`config.mk`:
```
export PLATFORM = sky130hd
export DESIGN_NAME = uart_frame_mux
export DESIGN_NICKNAME = d
export VERILOG_FILES = /design/src/rtl/uart_frame_pkg.sv /design/src/rtl/uart_frame_fifo.sv /design/src/rtl/uart_frame_mux.sv
export SDC_FILE = /design/constraint.sdc
export NUM_CORES = 1
export LEC_CHECK = 0
export ABC_CLOCK_PERIOD_IN_PS = 7800
export CAP_MARGIN = 25
export CORE_ASPECT_RATIO = 1.5
export CORE_UTILIZATION = 60
export CTS_CLUSTER_SIZE = 20
export DETAILED_ROUTE_END_ITERATION = 16
export PLACE_DENSITY_LB_ADDON = 0.2
export SLEW_MARGIN = 20
export SYNTH_ARGS = -nofsm -noshare
export SYNTH_HDL_FRONTEND = slang
export SYNTH_SLANG_ARGS = --single-unit
```
`constraint.sdc`:
```
create_clock -name clk -period 7.8 [get_ports clk]
set_clock_uncertainty 0.2 [all_clocks]
set_input_delay 0.78 -clock clk [delete_from_list [all_inputs] [get_ports clk]]
set_output_delay 0.78 -clock clk [all_outputs]
set_load 0.01 [all_outputs]
```
`src/rtl/uart_frame_pkg.sv`:
```
// rtl/uart_frame_pkg.sv - shared constants and FSM encodings; CKSUM states exist only under UART_FRAME_CKSUM_EN
package uart_frame_pkg;

  localparam logic [7:0] SYNC_BYTE = 8'hAA;

  typedef enum logic [2:0] {
    IDLE, LEN_H, LEN_L, CMD, PAYLOAD
`ifdef UART_FRAME_CKSUM_EN
    , CKSUM
`endif
  } rx_state_t;

  typedef enum logic [2:0] {
    T_IDLE, T_SYNC, T_LEN_H, T_LEN_L, T_TYPE, T_DATA,
`ifdef UART_FRAME_CKSUM_EN
    T_CKSUM,
`endif
    T_DONE
  } tx_state_t;

endpackage

```
`src/rtl/uart_frame_fifo.sv`:
```
// rtl/uart_frame_fifo.sv - per-channel byte FIFO, pushes while full are dropped
module uart_frame_fifo #(
  parameter int WIDTH = 8,
  parameter int DEPTH = 16
) (
  input  logic                     clk,
  input  logic                     reset,
  input  logic                     push,
  input  logic [WIDTH-1:0]         din,
  input  logic                     pop,
  output logic [WIDTH-1:0]         dout,
  output logic                     full,
  output logic                     empty,
  output logic [$clog2(DEPTH):0]   count
);
  localparam int AW = $clog2(DEPTH);
  localparam int CW = AW + 1;

  logic [WIDTH-1:0] mem [DEPTH];
  logic [AW-1:0]    wr_ptr, rd_ptr;
  logic             do_push, do_pop;

  assign full    = (count == CW'(DEPTH));
  assign empty   = (count == '0);
  assign do_push = push && !full;
  assign do_pop  = pop && !empty;
  assign dout    = mem[rd_ptr];

  always_ff @(posedge clk) begin
    if (do_push) mem[wr_ptr] <= din;
  end

  always_ff @(posedge clk or posedge reset) begin
    if (reset) begin
      wr_ptr <= '0;
      rd_ptr <= '0;
      count  <= '0;
    end else begin
      if (do_push) wr_ptr <= wr_ptr + 1'b1;
      if (do_pop)  rd_ptr <= rd_ptr + 1'b1;
      case ({do_push, do_pop})
        2'b10:   count <= count + 1'b1;
        2'b01:   count <= count - 1'b1;
        default: count <= count;
      endcase
    end
  end
endmodule

```
`src/rtl/uart_frame_mux.sv`:
```
// rtl/uart_frame_mux.sv - UART frame parser/framer over NUM_CH byte channels; UART_FRAME_CKSUM_EN adds a trailing XOR byte
module uart_frame_mux
  import uart_frame_pkg::*;
#(
  parameter int         NUM_CH       = 4,
  parameter int         FIFO_DEPTH   = 16,
  parameter int         MAX_BURST    = 8,
  parameter logic [7:0] RX_CMD_BASE  = 8'h0C,
  parameter logic [7:0] TX_TYPE_BASE = 8'h06,
  parameter int         RX_TIMEOUT   = 200000
) (
  input  logic                  clk,
  input  logic                  reset,
  input  logic [7:0]            rx_data,
  input  logic                  rx_valid,
  output logic [7:0]            tx_data,
  output logic                  tx_start,
  input  logic                  tx_busy,
  output logic [8*NUM_CH-1:0]   rx_ch_data,
  output logic [NUM_CH-1:0]     rx_ch_we,
  input  logic [8*NUM_CH-1:0]   tx_ch_data,
  input  logic [NUM_CH-1:0]     tx_ch_we,
  output logic [NUM_CH-1:0]     tx_ch_full,
  output logic                  rx_err
);
  localparam int CH_W = (NUM_CH > 1) ? $clog2(NUM_CH) : 1;
  localparam int CW   = $clog2(FIFO_DEPTH) + 1;
  localparam int TO_W = $clog2(RX_TIMEOUT + 1);

  rx_state_t        rx_state, rx_next;
  logic [15:0]      len_q, len_n, cnt_q, cnt_n;
  logic [7:0]       cmd_q, cmd_n, rx_idx;
  logic [TO_W-1:0]  to_cnt;
  logic [NUM_CH-1:0] we_n;
  logic             err_n, rx_hit;

  assign rx_idx = cmd_q - RX_CMD_BASE;
  assign rx_hit = (rx_idx < 8'(NUM_CH));

`ifdef UART_FRAME_CKSUM_EN
  logic [7:0] rx_ck, rx_ck_n;
  always_comb begin
    rx_ck_n = rx_ck;
    if (rx_valid && (rx_state inside {LEN_H, LEN_L, CMD, PAYLOAD}))
      rx_ck_n = (rx_state == LEN_H) ? rx_data : (rx_ck ^ rx_data);
  end
`endif

  always_comb begin
    rx_next = rx_state;
    len_n   = len_q;
    cnt_n   = cnt_q;
    cmd_n   = cmd_q;
    we_n    = '0;
    err_n   = 1'b0;
    // Timeout only while a frame is in progress; any rx_valid resets it
    if (rx_state != IDLE && !rx_valid && to_cnt == TO_W'(RX_TIMEOUT - 1)) begin
      rx_next = IDLE;
      err_n   = 1'b1;
    end else if (rx_valid) begin
      case (rx_state)
        IDLE:  if (rx_data == SYNC_BYTE) rx_next = LEN_H;
        LEN_H: begin
          len_n   = {rx_data, 8'h00};
          rx_next = LEN_L;
        end
        LEN_L: begin
          len_n = {len_q[15:8], rx_data};
          if ({len_q[15:8], rx_data} == 16'd0) begin
            rx_next = IDLE;
            err_n   = 1'b1;
          end else rx_next = CMD;
        end
        CMD: begin
          cmd_n = rx_data;
          cnt_n = '0;
`ifdef UART_FRAME_CKSUM_EN
          rx_next = (len_q == 16'd1) ? CKSUM : PAYLOAD;
`else
          rx_next = (len_q == 16'd1) ? IDLE : PAYLOAD;
`endif
        end
        PAYLOAD: begin
          if (rx_hit) we_n = NUM_CH'(1) << rx_idx[2:0];
          cnt_n = cnt_q + 16'd1;
`ifdef UART_FRAME_CKSUM_EN
          if (cnt_q + 16'd1 == len_q - 16'd1) rx_next = CKSUM;
`else
          if (cnt_q + 16'd1 == len_q - 16'd1) rx_next = IDLE;
`endif
        end
`ifdef UART_FRAME_CKSUM_EN
        CKSUM: begin
          err_n   = (rx_data != rx_ck);
          rx_next = IDLE;
        end
`endif
        default: rx_next = IDLE;
      endcase
    end
  end

  always_ff @(posedge clk or posedge reset) begin
    if (reset) begin
      rx_state   <= IDLE;
      len_q      <= '0;
      cnt_q      <= '0;
      cmd_q      <= '0;
      to_cnt     <= '0;
      rx_ch_we   <= '0;
      rx_ch_data <= '0;
      rx_err     <= 1'b0;
`ifdef UART_FRAME_CKSUM_EN
      rx_ck      <= '0;
`endif
    end else begin
      rx_state <= rx_next;
      len_q    <= len_n;
      cnt_q    <= cnt_n;
      cmd_q    <= cmd_n;
      rx_ch_we <= we_n;
      rx_err   <= err_n;
      to_cnt   <= (rx_state == IDLE || rx_valid) ? '0 : to_cnt + 1'b1;
      for (int i = 0; i < NUM_CH; i++)
        if (we_n[i]) rx_ch_data[8*i +: 8] <= rx_data;
`ifdef UART_FRAME_CKSUM_EN
      rx_ck    <= rx_ck_n;
`endif
    end
  end

  logic [7:0]      fifo_dout  [NUM_CH];
  logic [CW-1:0]   fifo_count [NUM_CH];
  logic [NUM_CH-1:0] fifo_empty, fifo_pop;

  for (genvar g = 0; g < NUM_CH; g++) begin : g_fifo
    uart_frame_fifo #(.WIDTH(8), .DEPTH(FIFO_DEPTH)) u_fifo (
      .clk(clk), .reset(reset), .push(tx_ch_we[g]), .din(tx_ch_data[8*g +: 8]),
      .pop(fifo_pop[g]), .dout(fifo_dout[g]), .full(tx_ch_full[g]),
      .empty(fifo_empty[g]), .count(fifo_count[g])
    );
  end

  tx_state_t       tx_state, tx_next;
  logic [CH_W-1:0] cur_ch, cur_n, rr_ptr, rr_n, sel_idx, cand;
  logic [7:0]      n_q, n_n, d_cnt, d_n, data_n;
  logic [15:0]     tx_len;
  logic            sel_found, start_n, can_send;

  assign tx_len   = {8'h00, n_q} + 16'd1;
  assign can_send = !tx_busy && !tx_start;

  // Round-robin search begins at the channel after the one last served
  always_comb begin
    sel_found = 1'b0;
    sel_idx   = '0;
    cand      = '0;
    for (int k = 0; k < NUM_CH; k++) begin
      cand = CH_W'((int'(rr_ptr) + k) % NUM_CH);
      if (!sel_found && !fifo_empty[cand]) begin
        sel_found = 1'b1;
        sel_idx   = cand;
      end
    end
  end

`ifdef UART_FRAME_CKSUM_EN
  logic [7:0] tx_ck, tx_ck_n;
  always_comb begin
    tx_ck_n = tx_ck;
    if (start_n && (tx_state inside {T_LEN_H, T_LEN_L, T_TYPE, T_DATA}))
      tx_ck_n = (tx_state == T_LEN_H) ? data_n : (tx_ck ^ data_n);
  end
`endif

  always_comb begin
    tx_next  = tx_state;
    cur_n    = cur_ch;
    n_n      = n_q;
    d_n      = d_cnt;
    rr_n     = rr_ptr;
    start_n  = 1'b0;
    data_n   = tx_data;
    fifo_pop = '0;
    case (tx_state)
      T_IDLE: if (sel_found) begin
        cur_n   = sel_idx;
        n_n     = (int'(fifo_count[sel_idx]) > MAX_BURST) ? 8'(MAX_BURST) : 8'(fifo_count[sel_idx]);
        d_n     = '0;
        rr_n    = (int'(sel_idx) == NUM_CH - 1) ? '0 : sel_idx + 1'b1;
        tx_next = T_SYNC;
      end
      T_SYNC:  if (can_send) begin start_n = 1'b1; data_n = SYNC_BYTE;    tx_next = T_LEN_H; end
      T_LEN_H: if (can_send) begin start_n = 1'b1; data_n = tx_len[15:8]; tx_next = T_LEN_L; end
      T_LEN_L: if (can_send) begin start_n = 1'b1; data_n = tx_len[7:0];  tx_next = T_TYPE;  end
      T_TYPE:  if (can_send) begin
        start_n = 1'b1;
        data_n  = TX_TYPE_BASE + 8'(cur_ch);
        tx_next = T_DATA;
      end
      T_DATA: if (can_send) begin
        start_n          = 1'b1;
        data_n           = fifo_dout[cur_ch];
        fifo_pop[cur_ch] = 1'b1;
        d_n              = d_cnt + 8'd1;
`ifdef UART_FRAME_CKSUM_EN
        if (d_cnt + 8'd1 == n_q) tx_next = T_CKSUM;
`else
        if (d_cnt + 8'd1 == n_q) tx_next = T_DONE;
`endif
      end
`ifdef UART_FRAME_CKSUM_EN
      T_CKSUM: if (can_send) begin start_n = 1'b1; data_n = tx_ck; tx_next = T_DONE; end
`endif
      default: if (can_send) tx_next = T_IDLE;
    endcase
  end

  always_ff @(posedge clk or posedge reset) begin
    if (reset) begin
      tx_state <= T_IDLE;
      cur_ch   <= '0;
      rr_ptr   <= '0;
      n_q      <= '0;
      d_cnt    <= '0;
      tx_start <= 1'b0;
      tx_data  <= '0;
`ifdef UART_FRAME_CKSUM_EN
      tx_ck    <= '0;
`endif
    end else begin
      tx_state <= tx_next;
      cur_ch   <= cur_n;
      rr_ptr   <= rr_n;
      n_q      <= n_n;
      d_cnt    <= d_n;
      tx_start <= start_n;
      tx_data  <= data_n;
`ifdef UART_FRAME_CKSUM_EN
      tx_ck    <= tx_ck_n;
`endif
    end
  end
endmodule

```
==> impl_metrics.env, run 1 <==
export IMPL_outcome="completed"
export IMPL_synth_edf_count=512
export IMPL_h_tree_depth=2
export IMPL_leading_cell_type_in_the_layout_fill_and_taps_excluded="edfxtp_1"
export IMPL_port_buffer_count=97
export IMPL_post_route_cells_drive_above_1_share_pct=17.8
export IMPL_post_synth_cell_area_avg_um2=16.4
export IMPL_power_per_cell_area_nw_per_um2=323
export IMPL_io_pins=98
export IMPL_tritoncts="built"
export IMPL_start_util_pct=60.7
export IMPL_post_synthesis_cells=1794
export IMPL_antennaDiodeCount=0
export IMPL_timing_fmax_ghz=0.249
export IMPL_detailroute_via_count=15900
export IMPL_post_cts_buffers=0
export IMPL_worst_setup_path_type="reg2reg"
export IMPL_areaGrowthSynthToFinish_pct=12.3
export IMPL_grt_antenna_before_repair=1
export IMPL_commonest_cells_after_routing_fill_and_taps_aside="edfxtp_1 (512), dfrtp_1 (175), mux4_2 (153)"
export IMPL_clock_slew_at_reported_path_ffs_ns=0.07
export IMPL_critical_path_cell_chain="nor2b_1 -> nand2_1 -> nor2_1 -> nand2_1 -> nor3_1 -> ha_1 -> inv_1 -> fa_1 -> inv_1 -> a21o_1 -> a21oi_1 -> xnor2_1 -> nor2_1 -> xor2_1"
export IMPL_report_final_hold_viol_count=0
export IMPL_rows=99
export IMPL_floorplan_die_width_um=183
export IMPL_max_vdd_ir_drop_mv=0.213
export IMPL_grt_first_pass_wirelength_mm=94.7
export IMPL_async_reset_ff_share_pct=25.9
export IMPL_synth_ff_latch_count=691
export IMPL_worst_pin_slew_ns=1.08
export IMPL_timing_critical_path_buf_inv=2
export IMPL_drt_first_pass_iters=5
export IMPL_first_global_vias=16300
export IMPL_pre_cts_ws_ns=3.28
export IMPL_clk_insertion_delay_late_ns=0.62
export IMPL_num_nets_final=1993
export IMPL_worstHoldPathType="reg2reg"
export IMPL_detailedRoute_firstIterationViolations=1118
export IMPL_seq_area_frac_synth_pct=67.3
export IMPL_finalWorstPathRequiredPeriod_ns=4.02
export IMPL_timing_max_transition_violations_final=0
export IMPL_final_period_utilization_pct=51.6
export IMPL_postRouteWirelength_mm=60.4
export IMPL_layout_filler_cells=3189
export IMPL_grt_overflow_total=0
export IMPL_totalNegativeSetupSlack_ns=0
export IMPL_ant_nets=0
export IMPL_design_core_area_um2=48600
export IMPL_die_h_um=274
export IMPL_grt_usage_pct=25.0
export IMPL_netlist_area_um2=29500
export IMPL_grt_start_max_net_pins=119
export IMPL_synth_ff_type="edfxtp_1"
export IMPL_cts_root_buffer="clkbuf_16"
export IMPL_endpoint_kind="flop"
export IMPL_worstPathRequired_ns=8.08
export IMPL_total_die_area_um2=50100
export IMPL_numCtsBuffers=61
export IMPL_setup_viol=0
export IMPL_clock_tree_buffer_depth=3
export IMPL_critPathMaxStageDelay_ns=0.56
export IMPL_route_detailed_wl_per_inst_um=23.2
export IMPL_postPlaceCellArea_um2=31100
export IMPL_cap_viol_max_count=0
export IMPL_start_kind="flop"
export IMPL_fin_ws_ns=3.78
export IMPL_leakagePower_nw=11.7
export IMPL_gp_routability_congestion=0.897
export IMPL_ys_types=72
export IMPL_rsz0062_at_grt="false"
export IMPL_crit_slowest_cell="nor3_1"
export IMPL_critical_path_peak_fanout=12
export IMPL_cp_top_family="simple AND/OR/NAND/NOR gates"
export IMPL_net_count_of_the_mapped_netlist=1888
export IMPL_post_route_drc_count=0
export IMPL_clock_sinks=691
export IMPL_holdBufCountCts=0
export IMPL_detailedPlacementHpwl_mm=39.9
export IMPL_stdcell_area_um2=33100
export IMPL_drt_vias_per_instance=6.10
export IMPL_slew_limit_headroom_pct=27.9
export IMPL_worst_case_hold_slack_ns=0.281
export IMPL_arrival_ns=4.30
export IMPL_synth_yosys_warnings=0
export IMPL_cts_resized_gates=0
-- logic make-up after synthesis --
group,count (synthesis),synth area share (%)
flops,691,67.3
simple gates,425,7.00
mux,231,14.7
compound gates,158,3.52
buf+inv,134,2.08
xor+xnor,109,3.28
fa+ha+maj,46,2.05
-- synthesized netlist by cell type (37+ instances only) --
| cell type | number | area share, % |
|---|---|---|
| clkbuf_1 | 47 | 0.60 |
| xor2_1 | 38 | 1.1 |
| nor3_1 | 37 | 0.63 |
| mux2_2 | 55 | 2.1 |
| nor2_1 | 111 | 1.4 |
| edfxtp_1 | 512 | 52 |
| inv_1 | 47 | 0.60 |
| xnor2_1 | 70 | 2.1 |
| mux4_2 | 153 | 12 |
| o21ai_0 | 55 | 0.93 |
| ha_1 | 42 | 1.8 |
| dfrtp_1 | 179 | 15 |
| nand2_1 | 120 | 1.5 |
-- worst register-to-register path: cells and delay by family, from the launching register on --
family	cells	cell delay, ns
compound gates	2	0.18
xor+xnor	2	0.29
fa+ha+maj	2	0.74
buf+inv	2	0.17
flops	1	0.54
simple gates	6	1.76
-- flip-flops by register name, indices dropped and copies added (netlist names), 16 cells and up --
| signal | flops |
|---|---|
| rx_ch_data | 32 |
| g_fifo.u_fifo.mem | 512 |
| g_fifo.u_fifo.wr_ptr | 16 |
| cnt_q | 16 |
| len_q | 16 |
| g_fifo.u_fifo.rd_ptr | 16 |
| to_cnt | 18 |
| g_fifo.u_fifo.count | 20 |
-- where the power goes --
| group | switching [mW] | internal [mW] | total, mW |
|---|---|---|---|
| registers | 0.423 | 4.47 | 4.89 |
| logic | 1.50 | 1.29 | 2.78 |
| clock network | 1.30 | 1.73 | 3.04 |
| total | 3.22 | 7.49 | 10.7 |
-- path summary, 6_finish.rpt --
check | start | endpoint | slack (ns) | cells past startpoint
worst max-delay path | tx_state[2] | g_fifo[1].u_fifo.count[4] | 3.78 | 14
worst min-delay path | to_cnt[0] | to_cnt[0] | 0.28 | 1
worst max register to register | tx_state[2] | g_fifo[1].u_fifo.count[4] | 3.78 | 14
worst min register to register | to_cnt[0] | to_cnt[0] | 0.28 | 1
max in group asynchronous | reset | g_fifo[1].u_fifo.rd_ptr[0] | 5.51 | 3
min in group asynchronous | reset | len_q[0] | 0.56 | 2
-- metal layers --
layer	GRT usage (%)	vias to the layer above	routed length [um]
met1	32.9	8197	23900
met5	0	-	12
met3	3.71	107	3390
met4	8.46	2	1840
li1	-	7106	-
met2	43.0	464	31200
-- through the flow --
stage	utilization, %	instances	power, mW
floorplan	-	1794	6.93
global placement	64.0	2485	7.64
detailed placement	64.0	2485	7.73
CTS	68.1	2597	10.8
global route	68.2	2604	11.2
finish	68.2	2604	10.7
-- final cells by class --
cell class | count | area (um^2) | share of cell area, %
timing repair buffer | 129 | 1210 | 3.66
multi-input combinational | 969 | 9040 | 27.3
tap | 656 | 821 | 2.48
clock buffer | 90 | 1730 | 5.23
sequential | 691 | 19900 | 59.9
clock inverter | 22 | 278 | 0.838
inverter | 47 | 184 | 0.555
No activity file was read; power rests on OpenSTA's default activity.
==> inputs of run 2 (changes only) <==
--- a/config.mk
+++ b/config.mk
@@ -5,7 +5,7 @@
 export SDC_FILE = /design/constraint.sdc
 export NUM_CORES = 1
 export LEC_CHECK = 0
-export ABC_CLOCK_PERIOD_IN_PS = 7800
+export ABC_CLOCK_PERIOD_IN_PS = 3730
 export CAP_MARGIN = 25
 export CORE_ASPECT_RATIO = 1.5
 export CORE_UTILIZATION = 60
==> constraint.sdc (replaced) <==
create_clock -name clk -period 3.73 [get_ports clk]
set_clock_uncertainty 0.2 [all_clocks]
set_input_delay 0.373 -clock clk [delete_from_list [all_inputs] [get_ports clk]]
set_output_delay 0.373 -clock clk [all_outputs]
set_load 0.01 [all_outputs]
==> run 2 against run 1 <==
Compared with the run above:
- routed wire length up 1.7%
- flip-flop and latch count stayed put
- via count rose by 0.89%
- final cell count rose by 1.7%
- worst setup slack got worse by 3.4 ns
- sequential power is 110% higher
- register-to-register slack got worse by 3.4 ns
- first-iteration DRC count rose by 22%
- design area up 1.5%
- maximum frequency rose by 19%
- non-clock buffer count is 45 higher
- critical path type unchanged
- largest power group unchanged
==> impl_metrics.env, run 2 (synthesis results as in run 1) <==
export IMPL_outcome="completed"
export IMPL_power_mw=22.7
export IMPL_commonest_cells_after_routing_fill_and_taps_aside="edfxtp_1 (512), dfrtp_1 (175), mux4_2 (153)"
export IMPL_io_pins=98
export IMPL_cap_viol_max_count=0
export IMPL_arrival_ns=3.71
export IMPL_antennaDiodeCount=0
export IMPL_post_route_cells_drive_above_1_share_pct=20.1
export IMPL_hold_critical_path_depth=3
export IMPL_post_cts_buffers=0
export IMPL_grt_overflow_total=0
export IMPL_power_report_internal_total_mw=15.9
export IMPL_report_final_hold_viol_count=0
export IMPL_cts_root_buffer="clkbuf_16"
export IMPL_worstPathRequired_ns=4.06
export IMPL_leading_cell_type_in_the_layout_fill_and_taps_excluded="edfxtp_1"
export IMPL_slew_limit_headroom_pct=35.9
export IMPL_final_period_utilization_pct=90.6
export IMPL_critical_path_cell_chain="nor2b_1 -> nand2_1 -> nor2_1 -> nand2_1 -> nor3_1 -> ha_1 -> inv_1 -> fa_1 -> inv_1 -> a21o_1 -> a21oi_1 -> xnor2_1 -> nor2_1 -> xor2_1"
export IMPL_floorplan_die_width_um=183
export IMPL_detailedPlacementHpwl_mm=41.9
export IMPL_reg_to_reg_startpoint="tx_state[2]"
export IMPL_h_tree_depth=2
export IMPL_fin_ws_ns=0.350
export IMPL_clock_sinks=691
export IMPL_design_core_area_um2=48600
export IMPL_drt_first_pass_iters=7
export IMPL_detailedRoute_firstIterationViolations=1361
export IMPL_endpoint_kind="flop"
export IMPL_pre_cts_ws_ns=0.209
export IMPL_die_h_um=274
export IMPL_rsz0062_at_grt="false"
export IMPL_tritoncts="built"
export IMPL_layout_filler_cells=3183
export IMPL_min_delay_start="rx_valid"
export IMPL_ant_nets=0
export IMPL_regArea_um2=19900
export IMPL_clock_tree_buffer_depth=3
export IMPL_leakagePower_nw=12.0
export IMPL_reg_top3="g_fifo.u_fifo.mem: 512 flops, rx_ch_data: 32 flops, g_fifo.u_fifo.count: 20 flops"
export IMPL_start_kind="flop"
export IMPL_grt_start_max_net_pins=63
export IMPL_gp_routability_congestion=0.884
export IMPL_largest_reg_flops=512
export IMPL_worst_pin_slew_ns=0.958
export IMPL_setup_viol=0
export IMPL_max_vdd_ir_drop_mv=0.559
export IMPL_timing_rr_end="g_fifo[1].u_fifo.count[4]"
export IMPL_holdBufCountCts=0
export IMPL_whs_endpoint="cnt_q[1]"
export IMPL_cts_resized_gates=0
export IMPL_port_buffer_count=97
export IMPL_rows=99
export IMPL_ff2ff_path_depth=14
export IMPL_power_clock_fraction_pct=28.3
export IMPL_setup_reg_to_reg_worst_slack_ns=0.35
export IMPL_clk_insertion_delay_late_ns=0.62
export IMPL_start_util_pct=60.7
export IMPL_grt_antenna_before_repair=1
export IMPL_total_die_area_um2=50100
export IMPL_finalWorstPathRequiredPeriod_ns=3.38
export IMPL_postRouteWirelength_mm=61.4
export IMPL_timing_max_transition_violations_final=0
export IMPL_grt_usage_pct=25.6
export IMPL_power_per_cell_area_nw_per_um2=674
export IMPL_critical_path_peak_fanout=12
export IMPL_num_nets_final=2037
export IMPL_timing_fmax_ghz=0.296
export IMPL_largest_register="g_fifo.u_fifo.mem"
export IMPL_post_route_drc_count=0
export IMPL_route_detailed_wl_per_inst_um=23.2
export IMPL_first_global_vias=16500
export IMPL_net_switching_power_mw=6.79
export IMPL_areaGrowthSynthToFinish_pct=14.0
export IMPL_worst_setup_path_type="reg2reg"
export IMPL_multi_input_comb_area_um2=9030
export IMPL_detailroute_via_count=16000
export IMPL_switching_share_pct=29.9
export IMPL_grt_first_pass_wirelength_mm=96.7
export IMPL_combPwrFrac_pct=25.8
export IMPL_numCtsBuffers=60
export IMPL_drt_vias_per_instance=6.05
export IMPL_worst_case_hold_slack_ns=0.231
export IMPL_worstHoldPathType="in2reg"
export IMPL_clock_slew_at_reported_path_ffs_ns=0.07
export IMPL_totalNegativeSetupSlack_ns=0
export IMPL_seq_power_share_pct=45.9
export IMPL_critPathMaxStageDelay_ns=0.52
export IMPL_crit_slowest_cell="dfrtp_1"
-- run 2: power by group through the flow --
stage / combinational, mW / clock, mW / sequential, mW
5_1_grt: 6.36 / 6.81 / 10.5
4_1_cts: 5.91 / 6.53 / 10.4
2_1_floorplan: 4.58 / 0 / 9.92
3_5_place_dp: 5.87 / 0 / 10.5
3_3_place_gp: 5.71 / 0 / 10.5
6_report: 5.84 / 6.42 / 10.4
-- run 2: worst max path at each step --
stage | start | end | slack, ns | cells past startpoint
after floorplan | tx_start | g_fifo[1].u_fifo.count[4] | 0.43 | 14
after global placement | tx_busy | g_fifo[1].u_fifo.count[4] | 0.27 | 14
after detailed placement | tx_busy | g_fifo[1].u_fifo.count[4] | 0.21 | 14
after CTS | tx_state[1] | g_fifo[0].u_fifo.count[4] | 0.38 | 14
after global routing | tx_state[1] | g_fifo[0].u_fifo.count[4] | 0.06 | 14
final | tx_state[2] | g_fifo[1].u_fifo.count[4] | 0.35 | 14
-- run 2: stage by stage --
step / instances / util [%] / instance area, um^2
3_5_place_dp: 2535 / 64.9 / 31500
2_1_floorplan: 1794 / - / 29500
4_1_cts: 2646 / 69.2 / 33600
3_3_place_gp: 2535 / 64.9 / 31500
6_report: 2648 / 69.2 / 33600
5_1_grt: 2648 / 69.2 / 33600
-- run 2: worst max-delay path, delay by kind of cell (launching register included) --
family / cells / cell delay, ns
xor gates and xnor gates: 2 / 0.29
DFF: 1 / 0.52
buffers and inverters: 2 / 0.17
AOI/OAI and AO/OA: 2 / 0.19
and+or+nand+nor: 6 / 1.25
adders and majority gates: 2 / 0.69
-- run 2: cell type report --
cell class	instances	share of cell area, %
clock inverters	36	1.15
well taps	656	2.44
multi-input cells	969	26.8
repair buffers	174	4.99
clock buffers	75	4.98
inverters	47	0.536
flip-flops and latches	691	59.1
-- run 2: routing by layer --
layer	GRT usage (%)	share of wire, %	vias to the layer above	wire [um]
li1	-	-	7196	-
met1	32.8	39	8256	24000
met2	45.6	54	475	32900
met3	4.07	5.1	89	3130
met4	7.06	2.2	2	1320
met5	0	0.020	-	12
